[src/rtl/uart_pkg.sv]
// rtl/uart_pkg.sv - shared UART types, parity constants and sizing helper
// The PARITY state exists only when UART_TX_PARITY_EN is defined.
package uart_pkg;

   typedef enum logic [2:0] {
      ST_IDLE   = 3'd0,
      ST_START  = 3'd1,
      ST_DATA   = 3'd2,
`ifdef UART_TX_PARITY_EN
      ST_PARITY = 3'd3,
`endif
      ST_STOP   = 3'd4
   } uart_tx_state_t;

   localparam logic PAR_EVEN = 1'b0;
   localparam logic PAR_ODD  = 1'b1;

   // Never returns 0 so a counter sized from it always has at least one bit.
   function automatic int ceil_log2(input int value);
      int r;
      r = 0;
      for (int i = 0; i < 31; i++) begin
         if ((1 << i) < value) r = i + 1;
      end
      return (r == 0) ? 1 : r;
   endfunction

endpackage

[src/rtl/uart_sync_fifo.sv]
// rtl/uart_sync_fifo.sv - synchronous FIFO with count, shared by the UART tx and rx paths
// Push while full and pop while empty are ignored; read data is the head entry.
module uart_sync_fifo
   import uart_pkg::*;
#(
   parameter int WIDTH = 8,
   parameter int DEPTH = 4
) (
   input  logic                      clk,
   input  logic                      rst_n,
   input  logic                      push,
   input  logic [WIDTH-1:0]          push_data,
   input  logic                      pop,
   output logic [WIDTH-1:0]          pop_data,
   output logic                      full,
   output logic                      empty,
   output logic [$clog2(DEPTH):0]    count
);

   localparam int AW = $clog2(DEPTH);
   localparam logic [AW:0] FULL_CNT = (AW + 1)'(DEPTH);

   logic [WIDTH-1:0] mem_q [DEPTH];
   logic [AW-1:0]    wr_ptr_q, wr_ptr_d;
   logic [AW-1:0]    rd_ptr_q, rd_ptr_d;
   logic [AW:0]      count_q, count_d;
   logic             do_push, do_pop;

   always_comb begin
      do_push  = push && (count_q != FULL_CNT);
      do_pop   = pop && (count_q != '0);
      wr_ptr_d = do_push ? wr_ptr_q + 1'b1 : wr_ptr_q;
      rd_ptr_d = do_pop ? rd_ptr_q + 1'b1 : rd_ptr_q;
      case ({do_push, do_pop})
         2'b10:   count_d = count_q + 1'b1;
         2'b01:   count_d = count_q - 1'b1;
         default: count_d = count_q;
      endcase
   end

   always_ff @(posedge clk or negedge rst_n) begin
      if (!rst_n) begin
         wr_ptr_q <= '0;
         rd_ptr_q <= '0;
         count_q  <= '0;
      end else begin
         wr_ptr_q <= wr_ptr_d;
         rd_ptr_q <= rd_ptr_d;
         count_q  <= count_d;
      end
   end

   always_ff @(posedge clk) begin
      if (do_push) mem_q[wr_ptr_q] <= push_data;
   end

   assign pop_data = mem_q[rd_ptr_q];
   assign full     = (count_q == FULL_CNT);
   assign empty    = (count_q == '0);
   assign count    = count_q;

endmodule

[src/rtl/uart_tx_fifo_cfg.sv]
// rtl/uart_tx_fifo_cfg.sv - FIFO-fed UART transmitter, configurable width/stop bits
// Optional parity bit enabled by defining UART_TX_PARITY_EN.
module uart_tx_fifo_cfg
   import uart_pkg::*;
#(
   parameter int CLKS_PER_BIT = 4,
   parameter int DATA_BITS    = 8,
   parameter int STOP_BITS    = 1,
   parameter int PARITY_ODD   = 0,
   parameter int FIFO_DEPTH   = 4
) (
   input  logic                           i_Clock,
   input  logic                           i_Rst_n,
   input  logic                           i_Tx_DV,
   input  logic [DATA_BITS-1:0]           i_Tx_Byte,
   output logic                           o_Tx_Ready,
   output logic                           o_Tx_Serial,
   output logic                           o_Tx_Active,
   output logic                           o_Tx_Done,
   output logic [$clog2(FIFO_DEPTH):0]    o_Fifo_Count
);

   localparam int CW = ceil_log2(CLKS_PER_BIT);
   localparam int BW = ceil_log2(DATA_BITS);
   localparam logic [CW-1:0] CLK_LAST  = CW'(CLKS_PER_BIT - 1);
   localparam logic [BW-1:0] BIT_LAST  = BW'(DATA_BITS - 1);
   localparam logic          STOP_LAST = (STOP_BITS == 2);
`ifdef UART_TX_PARITY_EN
   localparam logic          PAR_SEL   = (PARITY_ODD != 0) ? PAR_ODD : PAR_EVEN;
`endif

   if (CLKS_PER_BIT < 2 || DATA_BITS < 5 || DATA_BITS > 9 || STOP_BITS < 1 || STOP_BITS > 2 ||
       (PARITY_ODD != int'(PAR_EVEN) && PARITY_ODD != int'(PAR_ODD))) begin : g_bad_cfg
      $error("uart_tx_fifo_cfg: unsupported parameter set");
   end

   uart_tx_state_t       state_q, state_d;
   logic [CW-1:0]        clk_cnt_q, clk_cnt_d;
   logic [BW-1:0]        bit_idx_q, bit_idx_d;
   logic                 stop_idx_q, stop_idx_d;
   logic [DATA_BITS-1:0] shift_q, shift_d;
   logic                 serial_q, serial_d;
   logic                 active_q, active_d;
   logic                 done_q, done_d;
   logic                 clk_last, fifo_pop, fifo_full, fifo_empty;
   logic [DATA_BITS-1:0] fifo_data;

   uart_sync_fifo #(.WIDTH(DATA_BITS), .DEPTH(FIFO_DEPTH)) u_fifo (
      .clk       (i_Clock),
      .rst_n     (i_Rst_n),
      .push      (i_Tx_DV),
      .push_data (i_Tx_Byte),
      .pop       (fifo_pop),
      .pop_data  (fifo_data),
      .full      (fifo_full),
      .empty     (fifo_empty),
      .count     (o_Fifo_Count)
   );

   always_comb begin
      state_d    = state_q;
      clk_cnt_d  = clk_cnt_q;
      bit_idx_d  = bit_idx_q;
      stop_idx_d = stop_idx_q;
      shift_d    = shift_q;
      fifo_pop   = 1'b0;
      clk_last   = (clk_cnt_q == CLK_LAST);
      if (state_q != ST_IDLE) clk_cnt_d = clk_last ? '0 : clk_cnt_q + 1'b1;

      case (state_q)
         ST_IDLE: begin
            clk_cnt_d = '0;
            if (!fifo_empty) begin
               fifo_pop = 1'b1;
               shift_d  = fifo_data;
               state_d  = ST_START;
            end
         end
         ST_START: if (clk_last) begin
            bit_idx_d = '0;
            state_d   = ST_DATA;
         end
         ST_DATA: if (clk_last) begin
            if (bit_idx_q == BIT_LAST) begin
               stop_idx_d = 1'b0;
`ifdef UART_TX_PARITY_EN
               state_d    = ST_PARITY;
`else
               state_d    = ST_STOP;
`endif
            end else begin
               bit_idx_d = bit_idx_q + 1'b1;
            end
         end
`ifdef UART_TX_PARITY_EN
         ST_PARITY: if (clk_last) state_d = ST_STOP;
`endif
         ST_STOP: if (clk_last) begin
            if (stop_idx_q == STOP_LAST) begin
               stop_idx_d = 1'b0;
               // Chain straight into the next start bit when more data is queued.
               if (!fifo_empty) begin
                  fifo_pop = 1'b1;
                  shift_d  = fifo_data;
                  state_d  = ST_START;
               end else begin
                  state_d  = ST_IDLE;
               end
            end else begin
               stop_idx_d = 1'b1;
            end
         end
         default: state_d = ST_IDLE;
      endcase

      // Line outputs are registered from the current state, so they trail it by one cycle.
      serial_d = 1'b1;
      active_d = 1'b0;
      case (state_q)
         ST_START:  begin serial_d = 1'b0;               active_d = 1'b1; end
         ST_DATA:   begin serial_d = shift_q[bit_idx_q]; active_d = 1'b1; end
`ifdef UART_TX_PARITY_EN
         ST_PARITY: begin serial_d = (^shift_q) ^ PAR_SEL; active_d = 1'b1; end
`endif
         ST_STOP:   begin serial_d = 1'b1;               active_d = 1'b1; end
         default:   begin serial_d = 1'b1;               active_d = 1'b0; end
      endcase
      done_d = (state_q == ST_STOP) && clk_last && (stop_idx_q == STOP_LAST);
   end

   always_ff @(posedge i_Clock or negedge i_Rst_n) begin
      if (!i_Rst_n) begin
         state_q    <= ST_IDLE;
         clk_cnt_q  <= '0;
         bit_idx_q  <= '0;
         stop_idx_q <= 1'b0;
         shift_q    <= '0;
         serial_q   <= 1'b1;
         active_q   <= 1'b0;
         done_q     <= 1'b0;
      end else begin
         state_q    <= state_d;
         clk_cnt_q  <= clk_cnt_d;
         bit_idx_q  <= bit_idx_d;
         stop_idx_q <= stop_idx_d;
         shift_q    <= shift_d;
         serial_q   <= serial_d;
         active_q   <= active_d;
         done_q     <= done_d;
      end
   end

   assign o_Tx_Ready  = !fifo_full;
   assign o_Tx_Serial = serial_q;
   assign o_Tx_Active = active_q;
   assign o_Tx_Done   = done_q;

endmodule
[config.mk]
export PLATFORM = sky130hd
export DESIGN_NAME = uart_tx_fifo_cfg
export DESIGN_NICKNAME = d
export VERILOG_FILES = /design/src/rtl/uart_pkg.sv /design/src/rtl/uart_sync_fifo.sv /design/src/rtl/uart_tx_fifo_cfg.sv
export SDC_FILE = /design/constraint.sdc
export NUM_CORES = 1
export LEC_CHECK = 0
export ABC_AREA = 1
export CELL_PAD_IN_SITES_DETAIL_PLACEMENT = 0
export CELL_PAD_IN_SITES_GLOBAL_PLACEMENT = 2
export CORE_MARGIN = 1
export CORE_UTILIZATION = 41
export DETAILED_ROUTE_END_ITERATION = 7
export PLACE_DENSITY = 0.89
export SETUP_SLACK_MARGIN = 0.4
export SLEW_MARGIN = 40
export SYNTH_ARGS = -nofsm -noshare
export SYNTH_HDL_FRONTEND = slang
export SYNTH_SLANG_ARGS = --single-unit
export TNS_END_PERCENT = 30
[constraint.sdc]
create_clock -name i_Clock -period 3.3 [get_ports i_Clock]
set_input_delay 0.66 -clock i_Clock [delete_from_list [all_inputs] [get_ports i_Clock]]
set_output_delay 0.66 -clock i_Clock [all_outputs]
set_load 0.02 [all_outputs]
==> qor.txt <==
CTS tree = done
Xor/xnor cell area share of the yosys netlist = 1.35%
Hold Crit Start = clk_cnt_q[0]$_DFF_PN0_
Dpl ws = 838 ps
Total iterations of the first detailed-routing run = 4
Die ar. = 6670 um^2
Via count = 1657
Area grow syn2layout = 15.1%
Setup crit start = clk_cnt_q[0]$_DFF_PN0_
Largest net degree at the start of global routing = 27
Final worst-path setup slack = 1070 ps
Top-level I/O count = 18
Hpwl dp = 3000 um
Fmax = 0.449 GHz
Multiplexer share of the synthesized area = 0%
Site row count = 28
CP endpoint kind = flip-flop
Final-report hold violation count = 0
Syn Area/Cell = 10.4 um^2
Worst-skew pair later-pin latency = 330 ps
Max clock buf depth = 2
Post-placement cell area = 2830 um^2
Multi-input logic area = 818 um^2
H-tree depth = 3
PD cells = 962 nW/um^2
Worst-path cell chain = ha_1 -> inv_2 -> nand3_2 -> nand3_4 -> inv_6 -> ha_1 -> inv_1 -> fa_1 -> a21oi_1 -> o21ai_0 -> xor2_1
Register bit total from synthesis = 58
Post-Syn Area = 2600 um^2
Syn. warnings = 0
Number of CTS-inserted buffers = 9
WL/cell = 12.6 um
Peak fanout along the critical path = 18
Max-slew headroom = 48.1%
DRC viols = 0
Final setup violation count = 0
Setup Total Neg Slack = 0 ps
Inserted Diodes = 0
# fillers = 589
Syn Inst Count = 249
CP top delay family = adder cells
Worst setup SP type = flip-flop
Max Clock Skew = 10.5 ps
Sequential element share of the synthesized area = 62.0%
Iter 0 DRT Violations = 68
Clock sink count = 58
Pleak = 0.00128 uW
Sequential Area = 1610 um^2
Clock Pin Slew Worst Setup and Hold Paths = 60 ps
Number of global-route vias before repair = 1654
Crit path buffers/inverters = 3
Final instance area = 2990 um^2
Final min period = 2230 ps
Post-Place Cells = 337
CP max stage delay = 380 ps
GR Util All Layers = 16.7%
Pins over their slew limit = 0
First-pass GRT wire length = 7770 um
Global placement routability congestion = 0.741
Synth Area in Simple Gates = 18.2%
Starting Density = 43.2%
Initial antenna violation count = 0
R2R Path Start = clk_cnt_q[0]$_DFF_PN0_
Final Cycle Share = 67.5%
RSZ-0062 raised after global routing = false
VDD IR-drop max = 0.000553 V
Post-synth cell types = 25
Most frequent CP cell = ha_1
Root buffer cell = clkbuf_8
Crit Path Class = reg -> reg
Die Y = 81.7 um
Worst slew pin tran = 776 ps
Max cap viols = 0
Synth Area in Adders = 4.62%
Synth Area in Compound Gates = 7.26%
DR vias/cell = 4.69
Power Total = 2880 uW
Layout cells sized above 1 = 10.4%
Hold crit path type = reg -> reg
Port Buffers = 17
Post-cts sizing count = 0
Post-CTS setup buffers = 0
Status = finished clean
Critical path's slowest cell = fa_1
Final cell count without fillers = 353
Worst EP required = 3510 ps
Die extent in x = 81.7 um
Core ar. = 6030 um^2
Grt ovf = 0
Layout Nets = 293
Largest family of logic cells by synthesized area = simple AND/OR/NAND/NOR gates
Syn nets = 269
Total Routed Length = 4460 um
# hold bufs at CTS = 0
Routed Antenna Nets = 0
Arrival @ worst endpoint = 2440 ps
## stage by stage
stage | hold WS, ps | util (%)
final | 434 | 49.7
after global routing | 470 | 49.7
after CTS | 441 | 49.7
after detailed placement | 433 | 46.9
after global placement | 424 | 46.9
after floorplan | 364 | -
## routing by layer
layer / wire (um) / track usage, % / vias to the layer above
met2: 2010 / 24.0 / 28
met1: 2130 / 22.1 / 761
met4: 109 / 9.47 / 0
li1: - / - / 858
met5: 0 / 0 / -
met3: 207 / 5.22 / 10
## logic make-up (layout without fill, tap and decap cells)
family,Yosys count,in the layout
buffers and inverters,37,66
AO/OA/AOI/OAI,31,31
flip-flops,58,58
adder cells (fa/ha/maj),9,9
AND/OR/NAND/NOR,110,110
XOR/XNOR,4,4
## sequential cells by signal (all words and copies together) (netlist names)
name             cells
bit_idx_q            3
clk_cnt_q            2
o_Tx_Active          1
o_Tx_Done            1
o_Tx_Serial          1
shift_q              8
state_q              3
u_fifo.count         3
u_fifo.mem_q        32
u_fifo.rd_ptr_q      2
u_fifo.wr_ptr_q      2
## final timing paths
| check | slack [ps] | to | cells past startpoint |
|---|---|---|---|
| worst min-delay path | 430 | clk_cnt_q[0]$_DFF_PN0_ | 1 |
| worst max-delay path | 1070 | u_fifo.count[2]$_DFFE_PN0P_ | 11 |
| worst max register to register | 1070 | u_fifo.count[2]$_DFFE_PN0P_ | 11 |
| max in group asynchronous | 2300 | o_Tx_Serial$_DFF_PN1_ | 2 |
| min in group asynchronous | 700 | bit_idx_q[1]$_DFFE_PN0P_ | 2 |
| worst min register to register | 430 | clk_cnt_q[0]$_DFF_PN0_ | 1 |
## synthesized netlist by cell type, drive strengths merged
cell	n	area share, %
buf	5	1.7
ha	8	3.8
fa	1	0.77
inv	31	4.7
xnor2	1	0.34
xor2	3	1.0
dfrtp	25	24
nand3b	2	0.58
nand2	45	6.5
clkinv	1	0.14
edfxtp	32	37
nor2	44	6.6
nand3	18	4.3
dfstp	1	1.0
nor3	1	0.19
o21ai	29	6.9
a21oi	2	0.38
## power by group
group | total (uW) | switching, uW | internal (uW)
sequential | 1180 | 162 | 1020
combinational | 1160 | 723 | 432
clock | 545 | 259 | 286
## area by class of cell
class / count / area share [%]
clock buffers: 12 / 4.85
multi-input cells: 154 / 27.3
inverters: 32 / 4.18
clock inverters: 4 / 0.669
flip-flops and latches: 58 / 53.9
repair buffers: 18 / 5.94
well taps: 75 / 3.14
## cell usage in the layout, fill, tap and decap left out, types with 2 or more instances in the layout
cell             netlist  final
nand3b_1               2      2
clkbuf_8               0     10
ha_1                   8      8
o21ai_0               20     20
nand3_1               15     15
nor2_1                43     43
dfrtp_1               25     25
a21oi_1                2      2
nand3_2                2      2
o21ai_2                9      9
edfxtp_1              32     32
clkbuf_1               0      2
xor2_1                 3      3
clkdlybuf4s50_1        0     17
inv_1                 29     29
nand2_1               45     45
clkinv_1               1      3
Power figures use the tool's default switching activity.
